## src/rtl/mips_pkg.sv

```systemverilog
// rtl/mips_pkg.sv - shared widths, data-memory initiator state type and timeout default
package mips_pkg;

    localparam int ADDRESS_WIDTH  = 32;
    localparam int DATA           = 32;
    localparam int BPI            = 4;   // bytes per instruction/data word
    localparam int TIMEOUT_CYCLES = 16;

    typedef enum logic [1:0] {
        IDLE  = 2'd0,
        REQ   = 2'd1,
        DONE  = 2'd2,
        ABORT = 2'd3
    } dmem_state_t;

endpackage

```

## src/rtl/dmem_timeout_ctr.sv

```systemverilog
// rtl/dmem_timeout_ctr.sv - REQ wait counter with expiry compare for the data-memory initiator
//
// Ports:
//   clk, reset (async active-low)
//   clear   - zero the count (transaction accepted, REQ about to be entered)
//   inc     - one more REQ cycle went by without an ack
//   expired - this un-acked REQ cycle is the TIMEOUT_CYCLES-th one
module dmem_timeout_ctr #(
    parameter int TIMEOUT_CYCLES = 16
) (
    input  logic clk,
    input  logic reset,
    input  logic clear,
    input  logic inc,
    output logic expired
);

    logic [7:0] count;

    // Expiry looks at the count before this cycle's increment, so the
    // abort decision lands on the same edge as the last counted cycle.
    assign expired = inc & (count == 8'(TIMEOUT_CYCLES - 1));

    always_ff @(posedge clk or negedge reset) begin
        if (!reset) begin
            count <= '0;
        end else if (clear) begin
            count <= '0;
        end else if (inc) begin
            count <= count + 8'd1;
        end
    end

endmodule

```

## src/rtl/dmem_initiator.sv

```systemverilog
// rtl/dmem_initiator.sv - pipeline-side load/store initiator with req/ack handshake
//
// Optional feature: define DMEM_TIMEOUT_EN to abort a request that has waited
// TIMEOUT_CYCLES REQ cycles without mem_ack (bus_err pulse); otherwise REQ
// waits indefinitely and bus_err is tied 0.
//
// Ports:
//   clk, reset (async active-low)
//   pipe_valid/pipe_load/pipe_store/pipe_addr/pipe_wdata - operation from EX/MEM
//   stall          - freeze upstream (combinational)
//   load_data      - last completed load result, load_valid pulses when new
//   done           - pulse per completed transaction
//   err_misaligned, err_illegal, bus_err - one-cycle error pulses
//   mem_req/mem_we/mem_addr/mem_wdata    - registered request to responder
//   mem_ack/mem_rdata                    - responder completion and read data
module dmem_initiator #(
    parameter int ADDRESS_WIDTH  = mips_pkg::ADDRESS_WIDTH,
    parameter int DATA           = mips_pkg::DATA,
    parameter int TIMEOUT_CYCLES = mips_pkg::TIMEOUT_CYCLES
) (
    input  logic                     clk,
    input  logic                     reset,
    input  logic                     pipe_valid,
    input  logic                     pipe_load,
    input  logic                     pipe_store,
    input  logic [ADDRESS_WIDTH-1:0] pipe_addr,
    input  logic [DATA-1:0]          pipe_wdata,
    output logic                     stall,
    output logic [DATA-1:0]          load_data,
    output logic                     load_valid,
    output logic                     done,
    output logic                     err_misaligned,
    output logic                     err_illegal,
    output logic                     bus_err,
    output logic                     mem_req,
    output logic                     mem_we,
    output logic [ADDRESS_WIDTH-1:0] mem_addr,
    output logic [DATA-1:0]          mem_wdata,
    input  logic                     mem_ack,
    input  logic [DATA-1:0]          mem_rdata
);

    import mips_pkg::*;

    localparam int OFS_W = $clog2(BPI);

    dmem_state_t state;

    logic one_kind;
    logic aligned;
    logic accept;
    logic expired;

    assign one_kind = pipe_load ^ pipe_store;
    assign aligned  = (pipe_addr[OFS_W-1:0] == '0);
    assign accept   = (state == IDLE) & pipe_valid & one_kind & aligned;

    // Gated by reset so stall stays low while reset is held.
    assign stall = reset & ((state == REQ) | accept);

`ifdef DMEM_TIMEOUT_EN
    logic bus_err_r;

    assign bus_err = bus_err_r;

    dmem_timeout_ctr #(
        .TIMEOUT_CYCLES(TIMEOUT_CYCLES)
    ) u_timeout (
        .clk    (clk),
        .reset  (reset),
        .clear  (accept),
        .inc    ((state == REQ) & ~mem_ack),
        .expired(expired)
    );
`else
    logic unused_timeout;

    assign bus_err        = 1'b0;
    assign expired        = 1'b0;
    assign unused_timeout = (TIMEOUT_CYCLES != 0);
`endif

    always_ff @(posedge clk or negedge reset) begin
        if (!reset) begin
            state          <= IDLE;
            mem_req        <= 1'b0;
            mem_we         <= 1'b0;
            mem_addr       <= '0;
            mem_wdata      <= '0;
            load_data      <= '0;
            load_valid     <= 1'b0;
            done           <= 1'b0;
            err_misaligned <= 1'b0;
            err_illegal    <= 1'b0;
`ifdef DMEM_TIMEOUT_EN
            bus_err_r      <= 1'b0;
`endif
        end else begin
            load_valid     <= 1'b0;
            done           <= 1'b0;
            err_misaligned <= 1'b0;
            err_illegal    <= 1'b0;
`ifdef DMEM_TIMEOUT_EN
            bus_err_r      <= 1'b0;
`endif
            case (state)
                IDLE: begin
                    if (accept) begin
                        state     <= REQ;
                        mem_req   <= 1'b1;
                        mem_we    <= pipe_store;
                        mem_addr  <= pipe_addr;
                        mem_wdata <= pipe_wdata;
                    end else if (pipe_valid & pipe_load & pipe_store) begin
                        // Illegal takes priority over misalignment.
                        err_illegal <= 1'b1;
                    end else if (pipe_valid & one_kind & ~aligned) begin
                        err_misaligned <= 1'b1;
                    end
                end
                REQ: begin
                    // mem_we doubles as the load/store flag of the open request.
                    if (mem_ack) begin
                        state      <= DONE;
                        mem_req    <= 1'b0;
                        mem_we     <= 1'b0;
                        done       <= 1'b1;
                        load_valid <= ~mem_we;
                        if (!mem_we) begin
                            load_data <= mem_rdata;
                        end
                    end else if (expired) begin
                        state   <= ABORT;
                        mem_req <= 1'b0;
                        mem_we  <= 1'b0;
`ifdef DMEM_TIMEOUT_EN
                        bus_err_r <= 1'b1;
`endif
                    end
                end
                DONE:    state <= IDLE;
                ABORT:   state <= IDLE;
                default: state <= IDLE;
            endcase
        end
    end

endmodule

```

## config.mk

```make
export PLATFORM = sky130hd
export DESIGN_NAME = dmem_initiator
export DESIGN_NICKNAME = d
export VERILOG_FILES = /design/src/rtl/mips_pkg.sv /design/src/rtl/dmem_timeout_ctr.sv /design/src/rtl/dmem_initiator.sv
export SDC_FILE = /design/constraint.sdc
export NUM_CORES = 1
export LEC_CHECK = 0
export ABC_AREA = 1
export CORE_MARGIN = 4
export CORE_UTILIZATION = 41
export CTS_BUF_LIST = sky130_fd_sc_hd__clkbuf_8
export DETAILED_ROUTE_END_ITERATION = 6
export GPL_ROUTABILITY_DRIVEN = 0
export PLACE_DENSITY = 0.9
export SYNTH_ARGS = -nofsm -noshare
export SYNTH_HDL_FRONTEND = slang
export SYNTH_SLANG_ARGS = --single-unit
```

## constraint.sdc

```tcl
create_clock -name clk -period 1.6 [get_ports clk]
set_input_delay 0.24 -clock clk [delete_from_list [all_inputs] [get_ports clk]]
set_output_delay 0.24 -clock clk [all_outputs]
set_load 0.05 [all_outputs]
```

=== Word-level counts from Yosys, hierarchy flattened ===
Index checks and enable logic that the tools add are counted.

* Bits in registers: 104
* Logic and storage cells: 54
* Output and inout port bits: 104
* Bits of input ports: 102

* Reductions and logical operators: 8
* Equal/unequal tests: 5
* Bitwise logic cells: 12
* Muxes and demuxes: 19

{| class="wikitable"
|+ Operators with widths
! operator !! count
|-
| two-way mux 1 bit || 14
|-
| bitwise AND 1 bit || 8
|-
| case mux 2 bit (3 select lines) || 1
|-
| AND reduction 3 bit || 2
|-
| equality test 2 bit (second input constant) || 2
|-
| logical NOT 2 bit || 2
|-
| two-way mux 2 bit || 2
|-
| != test 2 bit (second input constant) || 2
|-
| case mux 1 bit (2 select lines) || 2
|-
| AND reduction 2 bit || 2
|-
| equality test 2 x 1 -> 1 bit (second input constant) || 1
|-
| NOT 1 bit || 2
|-
| nonzero test 2 bit || 1
|-
| OR reduction 2 bit || 1
|-
| bitwise OR 1 bit || 1
|-
| XOR 1 bit || 1
|}

=== Depth between registers and ports, before layout ===
* Depth in word-level cells: 7
* Mapped depth: 8
* Gate-level depth less buffers: 7

=== Worst setup path before layout ===
OpenSTA, ideal clock, no wires.

* Path kind: reg-to-output
* From: register state[1]
* To: output stall
* Data arrival time: 1517 ps
* Path slack: -157 ps
* Data required time: 1360 ps
* Buffers on the path: 2
* Stages on the path, launching flop included: 8
* Cells stage by stage: dfrtp_1 > inv_2 > nand2_2 > nor2_4 > nand2_2 > buf_6 > buf_6 > a21oi_2

* Cells in the longest elaborated chain, start to end: 6
* Elaborated cells between the ends (all ways): 7
* Classes of those cells: eq/ne (1); bitwise (5); reduce/logical (1)

{| class="wikitable"
|+ RTL lines
! element !! RTL line !! text
|-
| from (decl) || dmem_initiator.sv:47 || <nowiki>dmem_state_t state;</nowiki>
|-
| from (signal assigned) || dmem_initiator.sv:85 || <nowiki>state <= IDLE;</nowiki>
|-
| from (signal assigned) || dmem_initiator.sv:109 || <nowiki>state <= REQ;</nowiki>
|-
| from (signal assigned) || dmem_initiator.sv:124 || <nowiki>state <= DONE;</nowiki>
|-
| logical NOT 2 bit || dmem_initiator.sv:56 || <nowiki>assign accept = (state == IDLE) & pipe_valid & one_kind & aligned;</nowiki>
|-
| bitwise AND 1 bit (3 in a row) || dmem_initiator.sv:56 ||
|-
| bitwise OR 1 bit (*) || dmem_initiator.sv:59 || <nowiki>assign stall = reset & ((state == REQ) | accept);</nowiki>
|-
| bitwise AND 1 bit (*) || dmem_initiator.sv:59 ||
|-
| to (decl) || dmem_initiator.sv:28 || <nowiki>output logic stall,</nowiki>
|}

Mark *: on every way between the ends. The rest lies on a longest branch, timed or not.

=== Worst setup path after layout ===
Same ends and word-level chain as after synthesis.

==> results.tsv <==
metric	value	unit
drt-pass1-iter-count	4	
ys_top_cells_by_count	nand2_1 (231), dfrtp_1 (104), nand3_1 (63), inv_1 (11), buf_2 (10)	
num_rows	36	
crit_fanout	2	
pwr-share-comb	48.7	%
cts_tree	yes	
report.final.slew_viol_count	0	
worstSetupEndpointType	primary output	
fin_crit_sh	103	%
synth-edff-count	0	
setup_ws	-0.0428	ns
seqCellArea	2600	um2
ys_seq_elements	104	
cts.htree.levels	3	
syn_nets	555	
place_inst	780	
ys_types	16	
final_util	64.5	%
dr_total_vias	3762	
worstSetupStartpointType	register	
p_int	0.00540	W
start_util	42.0	%
synth_area_leaders	dfrtp_1 (64%), nand2_1 (21%), nand3_1 (7.7%), buf_4 (1.3%), buf_2 (1.2%)	
portBuffers	204	
root_buffer	clkbuf_8	
grt_use_total	19.9	%
critical_path_class	reg2out	
slowest_stage	dfrtp_1	
synthFlopType	dfrtp_1	
cp_cell_sequence	inv_2, nand2_4, nor2_4, nand2_4, a21oi_4, buf_12	
overflow	0	
n_antenna_cell	0	
p_switching	0.00473	W
syn_inst	453	
post-synth-top-count-cell	nand2_1	
grt_pass1_wl	18200	um
cp_common_cell	nand2_4	
core	9730	um2
arrival	1.40	ns
vdd_drop_max	0.000850	V
place_ws	-0.0549	ns
holdCritPathClass	in2reg	
synth_top_area_share	63.7	%
finalSetupViolCount	1	
ys_seq_area_share	63.7	%
stdcell_count	800	
drtAntennaViolNets	0	
fp.dieH	108	um
synth.avg_cell_area	9.01	um2
grt_antenna_before_repair	0	
rsz0062_at_grt	true	
multi_input_comb_area	1280	um2
n_fill_cell	771	
finClkSkew	0.00711	ns
drtIter0Drc	284	
pwr-share-clk	14.2	%
hold_violations	0	
syn-cell-area	4080	um2
clock.fmax	609	MHz
p_sw_share	46.7	%
first_global_vias	3742	
routed_wl	11500	um
drive_above_1_share	22.0	%
maxCapViolCount	0	
viasPerCell	4.70	
total_power	0.0101	W
synth_top_cell_by_area	dfrtp_1	
setup-tns-final	-0.0428	ns
wl_per_cell	14.4	um
leakage	3.38	nW
clk_path_buf_depth	2	
crit_path_max_incr_delay	0.42	ns
clkSlewWorstSetupHoldPaths	0.09	ns
area_growth_syn_to_layout	53.7	%
worst_slew_margin_rel	63.6	%
cts_buffers	9	
powerDensity	1610	nW/um2
die_area	11600	um2
finalCriticalPeriod	1.64	ns
finalNetCount	764	
failed_checks	negative setup slack	
hpwl	8830	um
pwr-share-seq	37.0	%
fp.dieW	108	um
async_flop_share	100	%
drc	0	
status	complete, but fails checks	
worstPathRequired	1.36	ns
yosysWarningCount	0	
num_io_pins	206	
worst_pin_slew	0.546	ns
cts.sinks	104	
grt_max_degree	105	
clk_latency	0.35	ns
-- placed cells by master (no fill, tap or decap), drive strengths merged --
cell,count
o21ai,1
buf,124
nand2,233
dlygate4sd3,1
nor2,8
a21oi,1
dfrtp,104
clkbuf,10
conb,1
inv,16
clkinvlp,1
nand3,63
clkinv,3
clkdlybuf4s50,100
nor3b,1
-- sequential cells by signal, indices dropped and copies added (netlist names) --
| name | count |
|---|---|
| state | 2 |
| err_illegal | 1 |
| mem_req | 1 |
| mem_wdata | 32 |
| err_misaligned | 1 |
| done | 1 |
| mem_we | 1 |
| load_valid | 1 |
| mem_addr | 32 |
| load_data | 32 |
-- worst paths after layout --
| path | cells after the start | slack, ns | start | end |
|---|---|---|---|---|
| worst min-delay path | 3 | 0.42 | mem_rdata[12] | load_data[12] |
| max in group asynchronous | 3 | 0.64 | reset | mem_addr[27] |
| worst min register to register | 2 | 0.48 | mem_wdata[29] | mem_wdata[29] |
| min in group asynchronous | 3 | 0.53 | reset | mem_addr[2] |
| worst max-delay path | 6 | -0.04 | state[1] | stall |
| worst max register to register | 7 | 0.22 | state[1] | mem_wdata[8] |
-- kinds of logic after synthesis --
family / synth area share (%)
DFF: 63.7
other: 0.0919
and+or+nand+nor: 30.4
buffers and inverters: 5.46
AOI/OAI and AO/OA: 0.337
-- worst max-delay path: cells and delay by family, from the launching register on --
| kind | cells | cell delay (ns) |
|---|---|---|
| simple gates | 3 | 0.27 |
| flops | 1 | 0.42 |
| compound gates | 1 | 0.14 |
| buf+inv | 2 | 0.23 |
-- cell type report --
type                            count  area share [%]
Clock inverter                      6           0.598
Multi-Input combinational cell    308            20.5
Clock buffer                       10            2.19
Sequential cell                   104            41.5
Tap cell                          133            2.65
Inverter                           14           0.838
Timing Repair Buffer              225            31.8
-- routing by layer --
layer,vias up,track usage [%],share of wire [%]
met2,166,32.5,47
met3,24,5.04,8.8
met1,1757,25.3,42
met5,-,0,0
met4,0,8.03,2.4
li1,1815,-,-
-- through the flow --
step	hold WS [ns]	area [um2]
after floorplan	-0.0556	4090
after global placement	0.371	6050
after detailed placement	0.378	6050
after CTS	0.401	6270
after global routing	0.421	6270
final	0.420	6270
-- power groups by stage --
| stage | clock network, W | logic [W] | registers, W |
|---|---|---|---|
| floorplan | 0 | 0.000678 | 0.00625 |
| global placement | 0 | 0.00488 | 0.00376 |
| detailed placement | 0 | 0.00498 | 0.00378 |
| CTS | 0.00148 | 0.00499 | 0.00375 |
| global route | 0.00158 | 0.00520 | 0.00384 |
| finish | 0.00144 | 0.00494 | 0.00375 |
-- timing repair --
item                       CTS  global route
gates cloned                 0             0
hold buffers                 1             0
resized for setup            2             1
setup buffers                3             0
hold endpoints to repair   104             0
pin swaps                    4             2
setup endpoints to repair    1             1
No activity file was read; power rests on OpenSTA's default activity.
==> RTL edit 1, RTL diff (same flow settings) <==
Re-encode `dmem_state_t` (4 states) as one-hot, 4 bits wide.
--- a/src/rtl/mips_pkg.sv
+++ b/src/rtl/mips_pkg.sv
@@ -8,7 +8,7 @@
 
-    typedef enum logic [1:0] {
-        IDLE  = 2'd0,
-        REQ   = 2'd1,
-        DONE  = 2'd2,
-        ABORT = 2'd3
+    typedef enum logic [3:0] {
+        IDLE  = 4'b0001,
+        REQ   = 4'b0010,
+        DONE  = 4'b0100,
+        ABORT = 4'b1000
     } dmem_state_t;
Function: no difference found for any inputs over 10 cycles, from zero or initial values and one cycle with reset low; not proved beyond that.
==> RTL edit 1 against the unedited design <==
  * The run still ends with negative setup slack left
  * Area after synthesis increased by 3.1%
  * Final area increased by 2.1%
  * Count of clock-buffer cells in the layout increased by 1
  * Setup slack got worse by 0.099 ns
  * Highest routed layer unchanged
  * Global-route usage decreased by 1.5 points
  * Power decreased by 20%
  * Sequential cell count increased by 1
  * Wire length decreased by 5.2%
==> RTL edit 1: results (changes against the unedited design) <==
The run finished, with violations left. The checks that failed: negative setup slack. The maximum number of pins on one net before global-route repair came out at 106 (+0.95%). The fill cell instance count of the final layout came out at 786 (+1.9%). The fraction of the yosys area taken by sequential cells is 0.625 (-0.0127). The complex-gate fraction of the synthesized area came out at 0.0999 (+0.0965). The number of global-route vias before repair came out at 3637 (-2.8%). The worst hold slack after final layout was 0.419 ns (-0.00126 ns). The post-synthesis cell type count is 21 (+5). The worst setup slack after layout came out at -0.142 ns (-0.0993 ns). The setup violation total in the final timing report was 1 (unchanged). The highest fanout seen on the critical path is 3 (+1).

The worst hold endpoint is load_data[7]$_DFFE_PN0P_. The proportion of layout cells with a drive suffix above 1 came to 0.251 (+0.0304). The cell area after placement is 6210 um2 (+2.6%). The maximum vdd drop came out at 0.000706 V (-17%).

The relative slew slack came out at 0.644 (+0.00766). The reg2reg setup slack came out at 0.15 ns (-0.07 ns). The overall global routing resource usage came out at 0.184 (-0.0146).

The worst slack after detailed placement is -0.171 ns (-0.116 ns). The endpoint of the most critical register-to-register path is mem_wdata[26]$_DFFE_PN0P_. The number of vias per cell after detailed routing came to 4.49 (-4.6%). For this design, the slowest cell found on the critical path is dfstp_2. Sorting the synthesized cells by area gives the leading types as dfrtp_1 (62%), nand2_1 (15%), inv_1 (6.4%).

The half-perimeter wire length after placement came to 8370 um (-5.2%). The utilization of the core after routing came out at 0.649 (+0.00449). The reg-to-reg startpoint is state[0]$_DFFE_PN1P_.

After synthesis, the most frequently instantiated cells are nand2_1 (171), dfrtp_1 (104), inv_1 (72), o21ai_1 (37), o21ai_2 (25). The post-synth net total is 551 (-0.72%). The number of DRC violations after detailed-routing iteration 0 came out at 199 (-30%). The post-route clock skew came to 0.0107 ns (+0.00363 ns). The static leakage power is 3.52 nW (+4.4%).

The data arrival at the endpoint of the critical path is 1.50 ns (+0.10 ns). The global-route wire length before repair came out at 17300 um (-5.3%). The sum of routed wire length over all layers is 10900 um (-5.2%). The count of nets after finishing came out at 763 (-0.13%).
==> RTL edit 1: changes by cell type in the layout (fill, tap and decap cells not counted), sizes merged, moves of 2 or more <==
cell,before,now
buf,124,121
clkinv,3,0
inv,16,79
nand2,233,171
nand3,63,3
nor3,0,2
o21ai,1,63
==> RTL edit 1: cells by family after synthesis <==
| family | count (synthesis) |
|---|---|
| other | 1 |
| AND/OR/NAND/NOR | 184 |
| buffers and inverters | 95 |
| AO/OA/AOI/OAI | 64 |
| flip-flops | 105 |
==> RTL edit 1: metal layers <==
metal / vias up / part of all wire / GRT usage
met1: 1681 / 0.38 / 0.214
met2: 129 / 0.52 / 0.330
met3: 13 / 0.080 / 0.0470
met5: - / 0 / 0
li1: 1762 / - / -
met4: 0 / 0.013 / 0.0632
==> RTL edit 1: final cells by class <==
type | count | area share
Clock buffer | 11 | 0.0236
Tap cell | 133 | 0.0260
Clock inverter | 5 | 0.00293
Inverter | 74 | 0.0434
Multi-Input combinational cell | 249 | 0.182
Timing Repair Buffer | 222 | 0.311
Sequential cell | 105 | 0.411
==> RTL edit 1: stage by stage <==
stage	power [mW]	setup TNS, ns	instances
after floorplan	5.49	-0.105	449
after global placement	6.68	-7.08	781
after detailed placement	6.77	-8.42	781
after CTS	8.24	-0.185	799
after global routing	8.55	-0.236	799
final	8.14	-0.142	799
==> RTL edit 1: power by group <==
part	total (mW)	leakage (nW)	internal, mW	switching [mW]
registers	3.38	1.35	3.10	0.275
logic	3.32	2.07	1.07	2.25
clock network	1.45	0.106	0.627	0.823
==> RTL edit 1: timing repair <==
action / 4_1_cts / 5_1_grt
endpoints found under the hold margin: 103 / 0
setup buffers: 1 / 0
endpoints found under the setup margin: 1 / 1
pin swaps: 2 / 0
hold buffers: 1 / 0
resized for setup: 0 / 2
==> RTL edit 2, RTL diff (config.mk and constraints unchanged) <==
Made on the original files. `BPI`: 4 -> 2.
--- a/src/rtl/mips_pkg.sv
+++ b/src/rtl/mips_pkg.sv
@@ -5,3 +5,3 @@
     localparam int DATA           = 32;
-    localparam int BPI            = 4;   // bytes per instruction/data word
+    localparam int BPI            = 2;   // bytes per instruction/data word
     localparam int TIMEOUT_CYCLES = 16;
Check against the original RTL: not equivalent (a bounded check fails within 4 cycles, from zero or initial values and one cycle with reset low).
==> RTL edit 2 against the unedited design <==
  * Hold slack improved by 0.0017 ns
  * Final area rose by 1.1%
  * Sequential share of layout area shrank 0.45 points
  * Wire length is 0.17% higher
  * Sequential cell count stayed put
  * Largest power group unchanged
  * Power up 9.5%
  * Critical path type unchanged
  * Critical path depth is 1 lower
  * Sequential power rose by 3%
  * Area after synthesis up 0.18%
  * Setup slack got worse by 0.0014 ns
  * The run still ends with negative setup slack left
==> RTL edit 2: results (changes against the unedited design) <==
The run finished, with violations left. The final reports fail on negative setup slack. The number of DRC violations after detailed-routing iteration 0 came to 264 (-7.0%). The reg2reg setup slack came out at 0.13 ns (-0.09 ns). The endpoint of the most critical register-to-register path is mem_wdata[25]$_DFFE_PN0P_. In the post-synthesis netlist, the biggest area contributors are dfrtp_1 (64%), nand2_1 (21%), nand3_1 (7.8%). The worst register-to-register path begins at state[1]$_DFFE_PN0P_.

The number of cells after detailed placement is 773 (-0.90%). The detailed-routed wire length on met3 came out at 1080 um (+5.9%). The setup violation total in the final timing report is 1 (unchanged). The count of nets after finishing came out at 760 (-0.52%). The post-synthesis async set-or-reset flop share came out at 1.00 (unchanged). The post-route clock skew came out at 0.00918 ns (+0.00207 ns).

The type of the worst min-delay path is in -> reg. The number of global-route vias before repair is 3746 (+0.11%). The worst slack after detailed placement is -0.0894 ns (-0.0345 ns).

By count the netlist is led by nand2_1 (233), dfrtp_1 (104), nand3_1 (64), buf_4 (12), buf_2 (8). The maximum single-stage delay on the critical path came to 0.40 ns (-0.02 ns). The fraction of the yosys area taken by sequential cells is 0.636 (-0.00117).

The cell area after placement is 6050 um2 (-0.12%). The proportion of layout cells with a drive suffix above 1 came to 0.224 (+0.00318). The max-cap violation count is 0 (unchanged). The hold-critical path depth is 3 (unchanged). The first-pass detailed-route iteration total came out at 4 (unchanged). The clock buffer count from CTS came out at 9 (unchanged). The most critical setup path has its endpoint at stall. The maximum vdd drop came to 0.000827 V (-2.7%).

The post-route met1 wirelength is 4500 um (-7.0%). The highest fanout seen on the critical path came out at 3 (+1). The maximum count of clock buffers along a single path is 2 (unchanged). The half-perimeter wire length after placement is 8640 um (-2.1%). The count of placed standard cells in the final layout, fillers left out is 795 (-0.63%).

The fraction of met1 tracks used by global routing is 0.229 (-0.0237). The sum of routed wire length over all layers is 11500 um (+0.17%). The maximum number of pins on one net before global-route repair is 105 (unchanged). The post-synth net total is 552 (-0.54%). The H-tree depth reported by CTS was 3 (unchanged). The data arrival at the endpoint of the critical path came out at 1.40 ns (about the same). The hold path startpoint is mem_rdata[31]. The worst hold slack after final layout came out at 0.422 ns (+0.00169 ns). The overall global routing resource usage is 0.196 (-0.00313). The total length of routed met2 wires came to 5770 um (+7.4%). The cell count after synthesis was 450 (-0.66%).

The post-synthesis cell type count came out at 17 (+1). STA classifies the critical path startpoint as a flop. The final antenna diode count came out at 0 (unchanged). The static leakage power was 3.38 nW (+0.19%). The total negative setup slack came out at -0.0442 ns (-0.00141 ns). The clock insertion delay at the later pin of the skew report came out at 0.35 ns (about the same). Grouping stages by cell kind, the critical path spends the most delay in flip-flops. The worst hold endpoint is load_data[31]$_DFFE_PN0P_. The global routing met3 resource utilization came out at 0.0516 (+0.00120). The logic depth of the worst register-to-register path came to 8 (+1). The global-route wire length before repair came out at 17900 um (-1.7%). The fraction of met2 tracks used by global routing came out at 0.345 (+0.0195). The worst-path cell with the longest stage delay is dfrtp_1. The number of vias per cell after detailed routing came out at 4.69 (-0.23%).

The relative slew slack is 0.651 (+0.0151). The worst setup slack after layout is -0.0442 ns (-0.00141 ns).
RTL edit 2: what timing repair did:
item / in CTS / in global routing
pin swaps: 4 / 1
endpoints found under the hold margin: 98 / 0
gates cloned: 0 / 0
hold buffers: 1 / 0
endpoints found under the setup margin: 1 / 45
setup buffers: 6 / 0
gates resized for setup: 6 / 1
RTL edit 2: where the power goes:
group | internal, mW | leakage [nW] | switching (mW)
Clock | 0.951 | 0.117 | 0.824
Sequential | 3.40 | 1.31 | 0.452
Combinational | 1.61 | 1.96 | 3.85
RTL edit 2: cells by family (layout without fill, tap and decap cells):
kind of cell    Yosys count  after routing  share of synthesized area
flops                   104            104                      0.636
other cells               1              1                   0.000917
buf+inv                  37            249                     0.0548
compound gates            3              3                    0.00520
simple gates            305            305                      0.303
RTL edit 2: final cells by class:
class                   instances  area, um2
multi-input cells             309       1300
repair buffers                225       2020
fillers                       777       3390
clock inverters                 4       68.8
inverters                       9       33.8
well taps                     133        166
flip-flops and latches        104       2600
clock buffers                  11        151
